### config.mk
export PLATFORM = sky130hd
export DESIGN_NAME = alu_flat
export DESIGN_NICKNAME = d
export VERILOG_FILES = /design/src/rtl/alu_if.sv /design/src/rtl/alu.sv /design/src/flat_wrapper.sv
export SDC_FILE = /design/constraint.sdc
export NUM_CORES = 1
export LEC_CHECK = 0
export CAP_MARGIN = 20
export CORE_MARGIN = 2
export CORE_UTILIZATION = 54
export CTS_CLUSTER_SIZE = 16
export DETAILED_ROUTE_END_ITERATION = 8
export PLACE_DENSITY = 0.76
export SYNTH_ARGS = -nofsm -noshare
export SYNTH_HDL_FRONTEND = slang
export SYNTH_SLANG_ARGS = --single-unit
### constraint.sdc
create_clock -name clock -period 6.09 [get_ports clock]
set_clock_uncertainty 0.05 [all_clocks]
set_input_delay 1.218 -clock clock [delete_from_list [all_inputs] [get_ports clock]]
set_output_delay 1.218 -clock clock [all_outputs]
set_load 0.03 [all_outputs]
### src/rtl/alu_if.sv
// Operand/opcode/result bundle between the datapath controller and the ALU.
// The master drives the operation; the slave returns the registered result and zero status.
interface alu_if;
   logic [2:0]  alu_op;
   logic [15:0] in1;
   logic [15:0] in2;
   logic [15:0] alu_out;
   logic [15:0] z;

   modport master (output alu_op, in1, in2, input alu_out, z);
   modport slave  (input alu_op, in1, in2, output alu_out, z);
endinterface

### src/rtl/alu.sv
// 16-bit registered ALU: one unsigned operation per clock, one-cycle latency,
// plus a registered zero-status word used by branch control.
module alu (
   input  logic  clock,
   input  logic  reset,
   alu_if.slave  bus
);

   typedef enum logic [2:0] {
      OP_NOP    = 3'd0,
      OP_ADD    = 3'd1,
      OP_SUB    = 3'd2,
      OP_MUL    = 3'd3,
      OP_PASS_A = 3'd4,
      OP_PASS_B = 3'd5,
      OP_INC_A  = 3'd6,
      OP_AND    = 3'd7
   } alu_op_e;

   alu_op_e     op;
   logic [15:0] result;
   logic [15:0] alu_out_q;
   logic [15:0] z_q;

   assign op = alu_op_e'(bus.alu_op);

   // All arithmetic is 16 bits wide, so carries, borrows and the upper
   // product half fall away naturally.
   always_comb begin
      // NOTE: assign a default before the case so no path leaves result unassigned (no latch).
      result = '0;
      unique case (op)
         OP_NOP:    result = '0;
         OP_ADD:    result = bus.in1 + bus.in2;
         OP_SUB:    result = bus.in1 - bus.in2;
         OP_MUL:    result = bus.in1 * bus.in2;
         OP_PASS_A: result = bus.in1;
         OP_PASS_B: result = bus.in2;
         OP_INC_A:  result = bus.in1 + 16'd1;
         OP_AND:    result = bus.in1 & bus.in2;
         default:   result = '0;
      endcase
   end

   always_ff @(posedge clock) begin
      // NOTE: state registers use non-blocking assignments so all flops update together.
      if (reset) begin
         alu_out_q <= '0;
         z_q       <= '0;
      end else if (op != OP_NOP) begin
         alu_out_q <= result;
         z_q       <= (result == 16'd0) ? 16'd1 : 16'd0;
      end
   end

   assign bus.alu_out = alu_out_q;
   assign bus.z       = z_q;

endmodule

### src/flat_wrapper.sv
// flat-port wrapper written by rule: the top's interface ports become plain ports
module alu_flat 
  (clock, reset, bus_alu_op, bus_in1, bus_in2, bus_alu_out, bus_z);
  alu_if bus_i ();
  input  logic clock;
  input  logic reset;
  input wire logic [$bits(bus_i.alu_op)-1:0] bus_alu_op;
  input wire logic [$bits(bus_i.in1)-1:0] bus_in1;
  input wire logic [$bits(bus_i.in2)-1:0] bus_in2;
  output wire logic [$bits(bus_i.alu_out)-1:0] bus_alu_out;
  output wire logic [$bits(bus_i.z)-1:0] bus_z;
  assign bus_i.alu_op = bus_alu_op;
  assign bus_i.in1 = bus_in1;
  assign bus_i.in2 = bus_in2;
  assign bus_alu_out = bus_i.alu_out;
  assign bus_z = bus_i.z;
  alu u_core (.clock(clock), .reset(reset), .bus(bus_i));
endmodule
==> impl_metrics.py <==
metrics = {
    "placement": {
        "hpwlAfterDp_mm": 15.66,
        "placedCellCount": 1109,
        "portBuffers": 53,
        "place.gp.congestion": 0.9826,
    },
    "critical_path": {
        "r2r_cells": 3,
        "reg2reg_to": "u_core.bus.z[0]",
        "worstPathRequired_ns": 6.20,
        "cp.arrival_ns": 6.52,
        "startpoint_type": "input pin",
        "cpMaxStageDelayCell": "fa_1",
        "crit_type": "in -> reg",
        "r2r_slack_ns": 5.14,
        "critPathMaxFanout": 6,
        "path_delay_family": "adder cells",
        "crit_chain": "buf_8, buf_12, buf_4, and2_4, fa_1, inv_1, fa_1, inv_1, fa_1, fa_1, fa_1, inv_1, fa_1, inv_2, ha_4, nor3b_4, a221oi_2, o21ai_1, a311o_1, nor4_4, a31oi_2, nor4b_4",
        "cp_num_buf_inv": 7,
        "cpPeakStageDelay_ns": 0.56,
        "end_kind": "flop",
        "timing.rr.start": "u_core.bus.z[0]",
        "crit_top_cell": "fa_1",
    },
    "timing": {
        "whs_ns": 0.4088,
        "slew_headroom": 0.3715,
        "period_needed_ns": 6.403,
        "tightest_slew_ns": 0.9377,
        "fmax_ghz": 0.1562,
        "rsz0062_at_grt": "yes",
        "finalHoldViolCount": 0,
        "setup_viol": 4,
        "fin_ws_ns": -0.3131,
        "finalCritPeriodShare": 1.051,
        "finalMaxSlewViolations": 0,
    },
    "synthesis": {
        "ys_seq_area_frac": 0.05124,
        "synthSimpleGateAreaFrac": 0.2325,
        "synth_adder_area_share": 0.3666,
        "synth_edf_count": 0,
        "synth_compound_area_frac": 0.1486,
        "synth_xor_area_frac": 0.05746,
        "muxShareOfSynthArea": 0.02430,
        "synthCells": 856,
        "synthDistinctLibCells": 76,
        "synth.ff_latch_count": 17,
        "synth.avg_cell_area_um2": 7.759,
        "synth_top_family_by_area": "adder cells",
        "netlist_area_mm2": 0.006641,
        "synth_warnings": 0,
        "async_flop_share": 0,
        "synth-main-ff-cell": "dfxtp_1",
    },
    "route": {
        "num_vias": 6762,
        "drt-total-wl_mm": 22.13,
        "routedWlPerCell_um": 19.26,
        "dr.pass1.iters": 8,
        "drc": 0,
        "ant_nets": 0,
        "vias_per_cell": 5.885,
        "drt_iter0_drc": 798,
    },
    "layout": {
        "fill_cells": 855,
        "layout.nets": 1186,
        "fin_cells": 1149,
        "drive_gt1_frac": 0.2874,
        "diodes": 0,
        "mostFrequentLayoutCells": "inv_1, buf_4, nand2_1, fa_1, ha_1",
        "seq_area_um2": 340.3,
        "multiInputGateArea_mm2": 0.006098,
        "area_growth_pct": 34.44,
    },
    "power": {
        "clkPwrFrac": 0.033,
        "combinationalPowerShare": 0.929,
        "power_density_mw_per_mm2": 446.1,
        "power_mw": 3.983,
        "switching_power_mw": 1.889,
        "power_leakage_nw": 4.178,
        "seqPwrFrac": 0.038,
        "ir_drop_v": 0.0004506,
        "switching_share": 0.4743,
        "intPower_mw": 2.094,
    },
    "global_route": {
        "grt.total_usage": 0.3372,
        "grt.busiest_layer": "met2",
        "met3_usage": 0.03321,
        "grt_pass1_wl_mm": 34.69,
        "antenna_found_initial": 1,
        "grt_pass1_vias": 6629,
        "grt_util_met2": 0.5733,
        "overflow": 0,
        "grt_max_degree": 35,
        "use_met1": 0.4429,
    },
    "worst_hold_path": {
        "whs_endpoint": "u_core.bus.alu_out[2]",
        "hold_path_class": "reg -> reg",
        "min_from": "u_core.bus.alu_out[2]",
        "hold_path_depth": 2,
    },
    "job": {
        "drv_cap": 0,
    },
    "clocking": {
        "h-tree-depth": 1,
        "cts_buffers": 3,
        "clock-root-buffer": "clkbuf_16",
        "cts_buffer_depth": 2,
        "cts_tree": "built",
        "clk_pin_slew_ns": 0.05,
        "hold_buffers": 0,
        "clk_latency_ns": 0.25,
        "clock-sinks": 17,
    },
    "status": {
        "failed_checks": "setup timing",
        "status": "finished with violations",
    },
    "die": {
        "die_h_um": 114.9,
        "initial_core_util": 0.5529,
        "die_w_um": 114.9,
        "ios": 69,
        "dieArea_mm2": 0.01320,
        "coreArea_mm2": 0.01201,
        "rows": 40,
    },
}
[stage by stage]
stage | util | TNS, ns | worst slack [ns] | instance area [um2]
after floorplan | - | -0.1599 | -0.1419 | 6930
after global placement | 0.6685 | -5.719 | -0.8901 | 8030
after detailed placement | 0.6685 | -6.290 | -0.9822 | 8030
after CTS | 0.7259 | -0.6888 | -0.2957 | 8720
after global routing | 0.7433 | -1.208 | -0.4248 | 8929
final | 0.7433 | -0.5145 | -0.3131 | 8929
[repair_timing]
action | CTS | global route
resized for setup | 162 | 79
pin swaps | 66 | 44
endpoints found under the setup margin | 10 | 8
buffers inserted | 30 | 7
cloned | 4 | 0
[final cells by class]
class	count	share of cell area
clock buffers	4	0.008828
inverters	121	0.05115
multi-input cells	670	0.6830
flip-flops and latches	17	0.03812
well taps	147	0.02060
repair buffers	190	0.1983
[logic make-up (layout without fill, tap and decap cells)]
logic type               Yosys count  count (layout)
buffers and inverters            183             315
other                              1              15
adder cells (fa/ha/maj)          146             146
flip-flops                        17              17
multiplexers                      16              16
XOR/XNOR                          42              42
AO/OA/AOI/OAI                    145             145
AND/OR/NAND/NOR                  306             306
[state kept, by name, summed over array words and instances (netlist names)]
register,flops
u_core.bus.alu_out,16
u_core.bus.z,1
[worst reg2reg max path, cell delays in order, from the launching register on]
cell	delay, ns
dfxtp_1	0.34
and2_2	0.16
a31oi_2	0.06
nor4b_4	0.26
[routing by layer]
metal  routed length (um)  up-vias
met5                    0        -
met4                 1298        0
met3                 1854       97
met2                10360      387
met1                 8619     3217
li1                     -     3061
[synth_stat cells (5+ instances only)]
master / number / area [um2]
a21o_1: 5 / 37.54
and2_1: 66 / 412.9
o211ai_1: 5 / 37.54
nand3_1: 18 / 90.09
nand2_1: 117 / 439.2
nor3_1: 14 / 70.07
nand2b_1: 10 / 62.56
and3_1: 6 / 37.54
o21ai_1: 12 / 60.06
fa_1: 81 / 1622
inv_1: 120 / 450.4
dfxtp_1: 17 / 340.3
xor2_1: 8 / 70.07
o21a_1: 5 / 37.54
nor4_1: 8 / 50.05
mux2i_1: 15 / 150.1
or3_1: 5 / 31.28
xnor2_1: 33 / 289.0
ha_1: 65 / 813.3
a21oi_1: 30 / 150.1
nor2_1: 38 / 142.6
o31ai_1: 8 / 60.06
buf_4: 15 / 112.6
buf_6: 5 / 56.30
o21ai_0: 32 / 160.2
clkbuf_1: 37 / 138.9
[power groups by stage]
stage / registers, mW / logic [mW] / clock network, mW
after global placement: 0.152 / 2.72 / 0
after global routing: 0.152 / 3.99 / 0.137
after floorplan: 0.199 / 1.80 / 0
after detailed placement: 0.152 / 2.77 / 0
final: 0.150 / 3.70 / 0.131
after CTS: 0.150 / 3.28 / 0.131
[worst max path at each step]
stage	start	to	slack, ns	cells after the start
2_1_floorplan	bus_in2[2]	u_core.bus.z[0]	-0.14	22
3_3_place_gp	bus_in2[6]	u_core.bus.z[0]	-0.89	22
3_5_place_dp	bus_in2[6]	u_core.bus.z[0]	-0.98	22
4_1_cts	bus_in2[5]	u_core.bus.z[0]	-0.30	21
5_1_grt	bus_in1[6]	u_core.bus.z[0]	-0.42	22
6_report	bus_in1[6]	u_core.bus.z[0]	-0.31	22
(Power assumes the default switching activity.)
